File: src/rtl/dec_frame_assembler.sv
// Decoder-side frame deserialiser: collects a payload word and its check word,
// recomputes the CRC over the payload, and presents all three to the comparator.
module dec_frame_assembler #(
  parameter int unsigned           DATA_DEPTH = 32,
  parameter logic [DATA_DEPTH-1:0] POLY       = DATA_DEPTH'(32'h04C11DB7)
) (
  input  logic                  clk,
  input  logic                  rst,
  input  logic                  in_valid,
  input  logic                  in_bit,
  input  logic                  in_sof,
  output logic [DATA_DEPTH-1:0] data_out,
  output logic [DATA_DEPTH-1:0] calc_chk,
  output logic [DATA_DEPTH-1:0] rx_chk,
  output logic                  frame_valid,
  output logic                  frame_abort,
  output logic                  busy
);

  localparam int unsigned CW = $clog2(DATA_DEPTH);

  typedef enum logic [1:0] {IDLE, PAYLOAD, CHECK} state_t;

  state_t                state_q, state_d;
  logic [CW-1:0]         cnt_q, cnt_d;
  logic [DATA_DEPTH-1:0] crc_q, crc_d;
  logic [DATA_DEPTH-1:0] data_sr_q, data_sr_d;
  logic [DATA_DEPTH-1:0] chk_sr_q, chk_sr_d;
  logic [DATA_DEPTH-1:0] data_out_d, calc_chk_d, rx_chk_d;
  logic                  frame_valid_d, frame_abort_d, busy_d;

  logic [DATA_DEPTH-1:0] crc_step, crc_first, chk_shift;
  logic                  last_bit;

  always_comb begin
    crc_step  = {crc_q[DATA_DEPTH-2:0], 1'b0} ^ ((crc_q[DATA_DEPTH-1] ^ in_bit) ? POLY : '0);
    // CRC of a single bit starting from zero: a fresh frame restarts here
    crc_first = in_bit ? POLY : '0;
    chk_shift = {chk_sr_q[DATA_DEPTH-2:0], in_bit};
    last_bit  = (cnt_q == CW'(DATA_DEPTH - 1));

    state_d       = state_q;
    cnt_d         = cnt_q;
    crc_d         = crc_q;
    data_sr_d     = data_sr_q;
    chk_sr_d      = chk_sr_q;
    data_out_d    = data_out;
    calc_chk_d    = calc_chk;
    rx_chk_d      = rx_chk;
    frame_valid_d = 1'b0;
    frame_abort_d = 1'b0;

    if (in_valid) begin
      if (in_sof) begin
        frame_abort_d = (state_q != IDLE);
        state_d       = PAYLOAD;
        cnt_d         = CW'(1);
        crc_d         = crc_first;
        data_sr_d     = {{(DATA_DEPTH-1){1'b0}}, in_bit};
        chk_sr_d      = '0;
      end else begin
        case (state_q)
          PAYLOAD: begin
            data_sr_d = {data_sr_q[DATA_DEPTH-2:0], in_bit};
            crc_d     = crc_step;
            if (last_bit) begin
              cnt_d   = '0;
              state_d = CHECK;
            end else begin
              cnt_d   = cnt_q + CW'(1);
            end
          end
          CHECK: begin
            chk_sr_d = chk_shift;
            if (last_bit) begin
              cnt_d         = '0;
              state_d       = IDLE;
              data_out_d    = data_sr_q;
              calc_chk_d    = crc_q;
              rx_chk_d      = chk_shift;
              frame_valid_d = 1'b1;
            end else begin
              cnt_d = cnt_q + CW'(1);
            end
          end
          default: ;
        endcase
      end
    end

    busy_d = (state_d != IDLE);
  end

  always_ff @(posedge clk) begin
    if (rst) begin
      state_q     <= IDLE;
      cnt_q       <= '0;
      crc_q       <= '0;
      data_sr_q   <= '0;
      chk_sr_q    <= '0;
      data_out    <= '0;
      calc_chk    <= '0;
      rx_chk      <= '0;
      frame_valid <= 1'b0;
      frame_abort <= 1'b0;
      busy        <= 1'b0;
    end else begin
      state_q     <= state_d;
      cnt_q       <= cnt_d;
      crc_q       <= crc_d;
      data_sr_q   <= data_sr_d;
      chk_sr_q    <= chk_sr_d;
      data_out    <= data_out_d;
      calc_chk    <= calc_chk_d;
      rx_chk      <= rx_chk_d;
      frame_valid <= frame_valid_d;
      frame_abort <= frame_abort_d;
      busy        <= busy_d;
    end
  end

endmodule

File: config.mk
export PLATFORM = sky130hd
export DESIGN_NAME = dec_frame_assembler
export DESIGN_NICKNAME = d
export VERILOG_FILES = /design/src/rtl/dec_frame_assembler.sv
export SDC_FILE = /design/constraint.sdc
export NUM_CORES = 1
export LEC_CHECK = 0
export ABC_AREA = 1
export BUFFER_PORTS_ARGS = -buffer_cell sky130_fd_sc_hd__buf_2
export CORE_ASPECT_RATIO = 0.8
export CORE_MARGIN = 2
export CORE_UTILIZATION = 35
export CTS_BUF_LIST = sky130_fd_sc_hd__clkbuf_4
export DETAILED_ROUTE_END_ITERATION = 7
export PLACE_DENSITY = 0.55
export SYNTH_ARGS = -nofsm -noshare
export SYNTH_HDL_FRONTEND = slang
export SYNTH_SLANG_ARGS = --single-unit
File: constraint.sdc
create_clock -name clk -period 4.6 [get_ports clk]
set_input_delay 0.92 -clock clk [delete_from_list [all_inputs] [get_ports clk]]
set_output_delay 0.92 -clock clk [all_outputs]
set_load 0.01 [all_outputs]
==> run summary <==
STA
----------------------------------------------------------------------------------
Final worst hold slack                                                      476 ps
Pin slew with the least headroom to its limit                              1120 ps
Final cycle utilization of the critical path                                 0.662
Final count of hold timing violations                                            0
FMAX                                                                       328 MHz
Total negative setup slack                                                    0 ps
Final setup violating endpoints                                                  0
Setup repair after global routing missed its margin                          false
Final worst clock skew                                                     24.0 ps
Period minus WS final                                                      3050 ps
Pins Over Slew Limit                                                             0
Relative slew slack                                                          0.251

POWER AND IR DROP
----------------------------------------------------------------------------------
Power density over the cells                                            385 mW/mm²
Leakage Power                                                              3.97 nW
Max rail drop VDD                                                         0.153 mV
Sum of internal, switching and leakage power                               3.36 mW

FINAL LAYOUT
----------------------------------------------------------------------------------
Post-layout net count                                                         1079
Most common cell after layout, fill and taps aside                         dfxtp_1
Final core occ                                                               0.419
Layout Area Growth over Synthesis                                            16.4%
Leading cell types in the layout, fill and taps excluded              201 x dfxtp_1, 168 x nor2_1, 110 x o21ai_0
Summed area of non-filler cells in the final layout                    0.00871 mm²
Layout cells sized above 1                                                   0.182

SYNTHESIS
----------------------------------------------------------------------------------
Library cell with the largest summed area after synthesis                  dfxtp_1
Warning count from the yosys run                                                 0
Post-Synthesis Net Count                                                       982
Synthesis-stage register bit count                                             201
Main area contributors after synthesis                                dfxtp_1 54%, nor2_1 8.4%, o21ai_0 7.4%
Mean instance size in the synthesized netlist                             7.70 µm²
Cells after synthesis                                                          972
Summed instance area of the synthesized netlist                        0.00749 mm²
Proportion of netlist area held by the largest area contributor              0.537
Dominant synthesized flop cell                                             dfxtp_1
Number of enable flip-flop cells after synthesis                                 0
Async set-or-reset flop fraction in the synthesized netlist                      0
Sequential share of the synthesized area                                     0.537
Synth unique cells                                                              22

ROUTE
----------------------------------------------------------------------------------
Remaining number of nets flagged by the antenna check after routing              0
Remaining routing DRC violations                                                 8
Total length of routed wires                                              18200 µm
Number of detailed-route iterations in the first pass                            7
Number of vias after detailed routing                                         6475
Iteration-0 DRC count of the detailed router                                   449
Via/cell ratio                                                                4.73
Detailed-route wire length per cell                                        13.3 µm

FLOORPLANNING
----------------------------------------------------------------------------------
Standard cell core area                                                 0.0208 mm²
Die span in x                                                               168 µm
Standard-cell row count                                                         47
Die Height                                                                  135 µm
Starting density of the core                                                 0.360
I/O pin cnt                                                                    104
Die ar.                                                                 0.0226 mm²

CTS
----------------------------------------------------------------------------------
Clock latency on the worst-skew pair                                        650 ps
Maximum level of the CTS H-tree                                                  2
Number of gates resized after CTS                                                0
CTS hold repair buffers                                                          0
Longest Clk Path Bufs                                                            3
Number of clock sinks seen by CTS                                              201
Clock Tree Root                                                           clkbuf_4
Number of buffers added by the clock tree synthesis step                        52
Number of setup buffers added after CTS                                          0
Clock slew at reported path FFs                                              60 ps
TritonCTS clock tree                                                           yes

WORST SETUP PATH
----------------------------------------------------------------------------------
Cell with the biggest individual delay on the critical path                nand2_1
Reg-to-reg slack, setup                                                    1550 ps
Data required time of the worst path                                       5140 ps
Highest fanout seen on the critical path                                        66
CP Capture Type                                                          flip-flop
Critical-path cell list                                               ha_1 -> nand2_1 -> nor2_1 -> ha_1 -> inv_1 -> nor2_4 -> buf_4 -> nand2_1 -> o21ai_0
Kind of launch point of the worst setup path                             flip-flop
Launch instance of the worst register-to-register path                    cnt_q[0]
Class of the most critical setup path                                 flip-flop to flip-flop
Largest stage delay, worst path                                             740 ps
Data arrival time of the worst path                                        3580 ps
R2r worst-path depth                                                             9
Crit Reg-Reg Endpoint                                                   rx_chk[14]

GLOBAL ROUTING
----------------------------------------------------------------------------------
Via count of the first global-routing pass                                    6073
Wire length of the first global-routing pass                              30200 µm
Largest net degree at the start of global routing                               85
GRT Util Overall                                                             0.161
Aggregate global routing overflow                                                0
Antenna violations before repair                                                 1

RUN STATUS
----------------------------------------------------------------------------------
Run status                                                            complete, but fails checks
Violated checks                                                                DRC

MIN PATH
----------------------------------------------------------------------------------
Hold depth                                                                       2
Type of the tightest min-delay check                                  flip-flop to flip-flop
Worst min-delay path startpoint                                           cnt_q[4]
Hold Path Sink                                                            cnt_q[4]

PLACED DESIGN
----------------------------------------------------------------------------------
Port Buf Inserts                                                               103
Post-detailed-placement cell area                                      0.00810 mm²
Routability congestion estimate from global placement                        0.755
Post-DP HPWL                                                              10300 µm

FLOW RUN
----------------------------------------------------------------------------------
Number of max-cap violations                                                     0

-- final cells by class --
cell class	count	area (µm²)
Fill cell	2250	12100
Sequential cell	201	4020
Multi-Input combinational cell	601	2770
Clock buffer	79	593
Timing Repair Buffer	111	578
Inverter	102	388
Tap cell	269	337
Clock inverter	6	22.5
Antenna cell	1	2.50
-- metal layers --
layer / routed length [µm] / global-route usage
met1: 9390 / 0.231
met2: 7330 / 0.231
met3: 1180 / 0.0431
met4: 323 / 0.0618
met5: 0 / 0
-- where the power goes --
group | internal [mW] | total, mW | switching (mW)
logic | 0.0276 | 0.128 | 0.100
registers | 1.76 | 1.77 | 0.0136
clock network | 0.770 | 1.46 | 0.691
total | 2.55 | 3.36 | 0.805
-- cells in the mapped netlist, types with 7 or more instances --
master    instances
nand3_1          95
dfxtp_1         201
o21ai_1           8
o22ai_1          30
buf_2            23
nand4_1           7
nor2_1          168
nand2_1         101
a21oi_1          71
clkbuf_1         38
o21ai_0         110
inv_1            99
-- flip-flops by register name, summed over array words and instances (netlist names) --
name and cells:
calc_chk 32, state_q 2, busy 1, chk_sr_q 31
crc_q 32, frame_abort 1, data_out 32, data_sr_q 32
frame_valid 1, rx_chk 32, cnt_q 5
-- through the flow --
step                worst slack [ps]  std cells
finish                          1550       1370
floorplan                       2660        972
global route                    1150       1370
CTS                             1510       1369
detailed placement              1120       1284
global placement                1220       1284
-- critical path: cells and delay by family (launching register included) --
| family | cells | cell delay (ps) |
|---|---|---|
| AO/OA/AOI/OAI | 1 | 410 |
| buffers and inverters | 2 | 650 |
| adder cells (fa/ha/maj) | 2 | 410 |
| flip-flops | 1 | 400 |
| AND/OR/NAND/NOR | 4 | 1050 |
-- logic make-up after synthesis --
group	after synthesis	synth area share
buffers and inverters	170	0.0929
flip-flops	201	0.537
adder cells (fa/ha/maj)	5	0.00835
AND/OR/NAND/NOR	377	0.210
AO/OA/AOI/OAI	219	0.151
-- worst max-delay path by stage --
stage               slack (ps)  startpoint           to
floorplan                 2660      in_sof  calc_chk[0]
CTS                       1510    cnt_q[0]   rx_chk[11]
detailed placement        1120      in_sof   rx_chk[14]
global route              1150    cnt_q[0]    rx_chk[7]
finish                    1550    cnt_q[0]   rx_chk[14]
global placement          1220      in_sof   rx_chk[30]
Power figures use the tool's default switching activity.
